**config.mk**
```make
export PLATFORM = sky130hd
export DESIGN_NAME = sub_serial_4_flat
export DESIGN_NICKNAME = d
export VERILOG_FILES = /design/src/rtl/sub_serial_4_if.sv /design/src/rtl/sub_serial_4.sv /design/src/flat_wrapper.sv
export SDC_FILE = /design/constraint.sdc
export NUM_CORES = 1
export LEC_CHECK = 0
export BUFFER_PORTS_ARGS = -buffer_cell sky130_fd_sc_hd__buf_4
export CELL_PAD_IN_SITES_DETAIL_PLACEMENT = 2
export CELL_PAD_IN_SITES_GLOBAL_PLACEMENT = 2
export CORE_MARGIN = 5
export CORE_UTILIZATION = 38
export DETAILED_ROUTE_END_ITERATION = 6
export GPL_ROUTABILITY_DRIVEN = 1
export PLACE_DENSITY_LB_ADDON = 0.1
export SLEW_MARGIN = 30
export SYNTH_ARGS = -nofsm -noshare
export SYNTH_HDL_FRONTEND = slang
export SYNTH_SLANG_ARGS = --single-unit
```
**constraint.sdc**
```tcl
create_clock -name clk -period 3.45 [get_ports clk]
set_input_delay 0.69 -clock clk [delete_from_list [all_inputs] [get_ports clk]]
set_output_delay 0.69 -clock clk [all_outputs]
set_load 0.005 [all_outputs]
```
**src/rtl/sub_serial_4_if.sv**
```systemverilog
// Operand/result handshake bundle for the
// bit-serial 4-bit subtractor.
interface sub_serial_4_if;
  logic       valid_in;
  logic       ready_in;
  logic [3:0] A_in;
  logic [3:0] B_in;
  logic       B_1;
  logic       valid_out;
  logic       ready_out;
  logic [3:0] D;
  logic       BO;

  modport master (
    output valid_in,
    input  ready_in,
    output A_in,
    output B_in,
    output B_1,
    input  valid_out,
    output ready_out,
    input  D,
    input  BO
  );

  modport slave (
    input  valid_in,
    output ready_in,
    input  A_in,
    input  B_in,
    input  B_1,
    output valid_out,
    input  ready_out,
    output D,
    output BO
  );
endinterface

```
**src/rtl/sub_serial_4.sv**
```systemverilog
// Bit-serial 4-bit subtractor, LSB first,
// one bit per cycle, valid/ready on both sides.
module sub_serial_4 (
  input  logic          clk,
  input  logic          rst_n,
  sub_serial_4_if.slave bus
);

  typedef enum logic [1:0] {
    IDLE = 2'd0,
    CALC = 2'd1,
    DONE = 2'd2
  } state_t;

  state_t     state;
  logic [1:0] cnt;
  logic [3:0] a_q;
  logic [3:0] b_q;
  logic       br;
  logic [3:0] res;
  logic [3:0] d_q;
  logic       bo_q;
  logic       rdy_q;
  logic       vld_q;

  logic a_i;
  logic b_i;
  logic d_i;
  logic br_nx;

  always_comb begin
    a_i   = a_q[cnt];
    b_i   = b_q[cnt];
    d_i   = a_i ^ b_i ^ br;
    br_nx = (~a_i & b_i)
          | (~(a_i ^ b_i) & br);
  end

  // D/BO are only updated at completion so
  // partial bits never leak to the outputs.
  always_ff @(posedge clk or negedge rst_n) begin
    if (!rst_n) begin
      state <= IDLE;
      cnt   <= 2'd0;
      a_q   <= 4'd0;
      b_q   <= 4'd0;
      br    <= 1'b0;
      res   <= 4'd0;
      d_q   <= 4'd0;
      bo_q  <= 1'b0;
      rdy_q <= 1'b1;
      vld_q <= 1'b0;
    end else begin
      unique case (state)
        IDLE: begin
          if (bus.valid_in && rdy_q) begin
            a_q   <= bus.A_in;
            b_q   <= bus.B_in;
            br    <= bus.B_1;
            cnt   <= 2'd0;
            state <= CALC;
            rdy_q <= 1'b0;
          end
        end
        CALC: begin
          res[cnt] <= d_i;
          br       <= br_nx;
          cnt      <= cnt + 2'd1;
          if (cnt == 2'd3) begin
            d_q   <= {d_i, res[2:0]};
            bo_q  <= br_nx;
            state <= DONE;
            vld_q <= 1'b1;
          end
        end
        DONE: begin
          if (bus.ready_out) begin
            state <= IDLE;
            vld_q <= 1'b0;
            rdy_q <= 1'b1;
          end
        end
        default: begin
          state <= IDLE;
          vld_q <= 1'b0;
          rdy_q <= 1'b1;
        end
      endcase
    end
  end

  assign bus.ready_in  = rdy_q;
  assign bus.valid_out = vld_q;
  assign bus.D         = d_q;
  assign bus.BO        = bo_q;

endmodule

```
**src/flat_wrapper.sv**
```systemverilog
// flat-port wrapper written by rule: the top's interface ports become plain ports
module sub_serial_4_flat 
  (clk, rst_n, bus_valid_in, bus_ready_in, bus_A_in, bus_B_in, bus_B_1, bus_valid_out, bus_ready_out, bus_D, bus_BO);
  sub_serial_4_if bus_i ();
  input  logic clk;
  input  logic rst_n;
  input wire logic [$bits(bus_i.valid_in)-1:0] bus_valid_in;
  output wire logic [$bits(bus_i.ready_in)-1:0] bus_ready_in;
  input wire logic [$bits(bus_i.A_in)-1:0] bus_A_in;
  input wire logic [$bits(bus_i.B_in)-1:0] bus_B_in;
  input wire logic [$bits(bus_i.B_1)-1:0] bus_B_1;
  output wire logic [$bits(bus_i.valid_out)-1:0] bus_valid_out;
  input wire logic [$bits(bus_i.ready_out)-1:0] bus_ready_out;
  output wire logic [$bits(bus_i.D)-1:0] bus_D;
  output wire logic [$bits(bus_i.BO)-1:0] bus_BO;
  assign bus_i.valid_in = bus_valid_in;
  assign bus_ready_in = bus_i.ready_in;
  assign bus_i.A_in = bus_A_in;
  assign bus_i.B_in = bus_B_in;
  assign bus_i.B_1 = bus_B_1;
  assign bus_valid_out = bus_i.valid_out;
  assign bus_i.ready_out = bus_ready_out;
  assign bus_D = bus_i.D;
  assign bus_BO = bus_i.BO;
  sub_serial_4 u_core (.clk(clk), .rst_n(rst_n), .bus(bus_i));
endmodule
```
==> impl_results.md <==
* Boundary Pins at 20
* Crit end category: flop
* Tot Pwr at 1.01 mW
* Period utilisation layout at 59.7%
* Max Cap Violations at 0
* RSZ-0062 raised after global routing: no
* Final min period at 2.06 ns
* Setup CP Type: reg2reg
* Final Routed Wirelength at 2.14 mm
* Setup TNS at 0 ns
* Clock Root Buffer: clkbuf_4
* Crit Path Max Fanout at 7
* Die area at 4080 µm²
* R2R Setup Slk at 1.39 ns
* Post-synthesis instance total at 87
* I/O Buffers at 19
* Grt total ovfl at 0
* Area of the multi-input gates at 485 µm²
* Total GRT Usage at 11.9%
* Combinational share of power at 39.9%
* Number of enable flip-flop cells after synthesis at 0
* Hold crit path type: in2async
* P&R area growth vs syn at 16.8%
* DR vias/cell at 5.17
* Post-cts sizing count at 0
* CTS Hold Buffers Added at 0
* VDD IR max at 383 µV
* Synth warnings at 0
* DRC Markers at 0
* Run status: finished, final reports clean
* Highest Clock Rate at 485 MHz
* Post-Syn Area at 1100 µm²
* Slew HR at 51.9%
* Synth area leader: dfrtp_1
* Starting Density at 39.7%
* Wire length per cell at 15.4 µm
* Synth unique cells at 23
* Initial antenna violation count at 0
* CTS Buf Count at 3
* Post-synthesis net count at 105
* Avg Inst Size Synth at 12.7 µm²
* Number of DRC markers in iteration 0 at 29
* Lkg Pwr at 0.637 nW
* Switch Pwr at 0.352 mW
* Most common cell in the netlist: dfrtp_1
* Post-synthesis sequential area ratio at 52.3%
* Power share of the clock group at 12.2%
* Final setup vio count at 0
* Top-area cell type share of the netlist area at 49.9%
* Sw Share at 34.8%
* Worst Clk Skew at 0.00642 ns
* Die width at 63.9 µm
* CTS tree: built
* CP Launch Type: flop
* Ranking of synthesized cells by area: dfrtp_1 50%, nand2_1 6.5%, mux2_2 6.1%, mux2_4 5.4%, ha_1 4.5%
* Pwr/cell area at 784 nW/µm²
* Yosys reg bits at 23
* Final antenna diode count at 0
* Row cnt at 19
* Fin nets at 127
* Core Region at 2780 µm²
* First-pass GRT wire length at 3.80 mm
* Worst-Margin Slew at 0.720 ns
* Antenna Violating Nets Remaining at 0
* Detailed Routing Iterations Pass 1 at 2
* Die H at 63.9 µm
* Clock Pin Slew Worst Setup and Hold Paths at 0.12 ns
* Vias post-DR at 719
* Postcts setup bufs at 0
* Largest net degree at the start of global routing at 24
* Clk buf depth at 2
* Vias in the first global route at 838
* Pins over their slew limit at 0
* Worst-Skew Late Latency at 0.31 ns
* DP HPWL at 1.70 mm
* Crit path DAT at 2.26 ns
* Part of the power in registers at 47.9%
* H-tree Lvls at 1
* Commonest cells post-synth: 22 x dfrtp_1, 19 x nand2_1, 6 x mux2_2, 6 x o21ai_0, 5 x inv_1
* Crit path required time at 3.65 ns
* Fin. Hold Viols at 0
* Layout cells sized above 1 at 35.2%
* Register area at 577 µm²
* Sink Count at 23
* GPL Wtd Cong at 0.707
* Top_reg_cell synth: dfrtp_1
* Cell internal pwr at 0.659 mW
* Final instance area at 1290 µm²
* Area after DPL at 1260 µm²
* Number of fill cells in the layout at 287
* Fraction of registers with async set/reset at 100%
cell families (layout without fill, tap and decap cells):
family | count (synthesis) | in the layout | synth area share [%]
buffers and inverters | 7 | 28 | 3.74
AO/OA/AOI/OAI | 10 | 10 | 5.22
adder cells (fa/ha/maj) | 5 | 5 | 6.35
multiplexers | 13 | 13 | 16.7
flip-flops | 23 | 23 | 52.3
AND/OR/NAND/NOR | 29 | 29 | 15.8
layer usage:
metal | vias to the layer above | global-route usage (%) | part of all wire (%) | wire [µm]
li1 | 338 | - | - | -
met1 | 361 | 13.1 | 43 | 918
met2 | 15 | 21.0 | 51 | 1090
met3 | 5 | 2.80 | 3.9 | 84
met4 | 0 | 6.23 | 2.1 | 46
met5 | - | 0 | 0 | 0
registers in the layout, indices dropped and copies added, names as in the netlist:
signal,cells
u_core.bus.D,4
u_core.bus.BO,1
u_core.state,2
u_core.res,3
u_core.bus.valid_out,1
u_core.cnt,2
u_core.a_q,4
u_core.b_q,4
u_core.br,1
u_core.bus.ready_in,1
path summary, 6_finish.rpt:
| path | start | to | cells after the start |
|---|---|---|---|
| min in group clk | u_core.b_q[2] | u_core.b_q[2] | 2 |
| hold reg to reg | u_core.b_q[2] | u_core.b_q[2] | 2 |
| max in group asynchronous | rst_n | u_core.bus.ready_in | 1 |
| hold / removal | rst_n | u_core.bus.BO | 1 |
| setup / recovery | u_core.cnt[0] | u_core.res[2] | 3 |
| setup reg to reg | u_core.cnt[0] | u_core.res[2] | 3 |
worst max-delay path: stages, from the launching register on:
cell	delay [ns]
dfrtp_1	0.51
mux4_2	0.56
fa_1	0.56
mux2_1	0.32
per-stage QoR:
| step | utilization, % | std cells | setup WS (ns) | hold WS [ns] |
|---|---|---|---|---|
| final | 46.3 | 139 | 1.39 | 0.248 |
| after global routing | 46.3 | 139 | 1.30 | 0.244 |
| after CTS | 46.3 | 139 | 1.36 | 0.241 |
| after detailed placement | 45.4 | 135 | 1.39 | 0.470 |
| after global placement | 45.4 | 135 | 1.48 | 0.467 |
| after floorplan | - | 87 | 1.54 | 0.394 |
cells in the final DEF (no fill, tap or decap), types with 2 or more instances in the layout:
cell      Yosys  layout
nand3_1       2       2
buf_4         0      19
mux2_2        6       6
nand2_1      19      19
ha_1          4       4
dfrtp_1      22      22
nor2_1        2       2
mux4_2        2       2
mux2_4        4       4
clkbuf_4      0       3
o21ai_0       6       6
or2b_1        2       2
inv_1         5       5
final cells by class:
cell class                      count  share of cell area (%)
Clock buffer                        4                    2.04
Inverter                            5                    1.46
Multi-Input combinational cell     57                    37.7
Sequential cell                    23                    44.8
Tap cell                           31                    3.01
Timing Repair Buffer               19                    11.1
power groups by stage:
stage | Sequential (mW) | Combinational, mW | Clock [mW]
after detailed placement | 0.494 | 0.414 | 0
after floorplan | 0.450 | 0.308 | 0
final | 0.485 | 0.403 | 0.123
after global routing | 0.504 | 0.454 | 0.145
after global placement | 0.491 | 0.381 | 0
after CTS | 0.488 | 0.416 | 0.133
(Power assumes the default switching activity.)
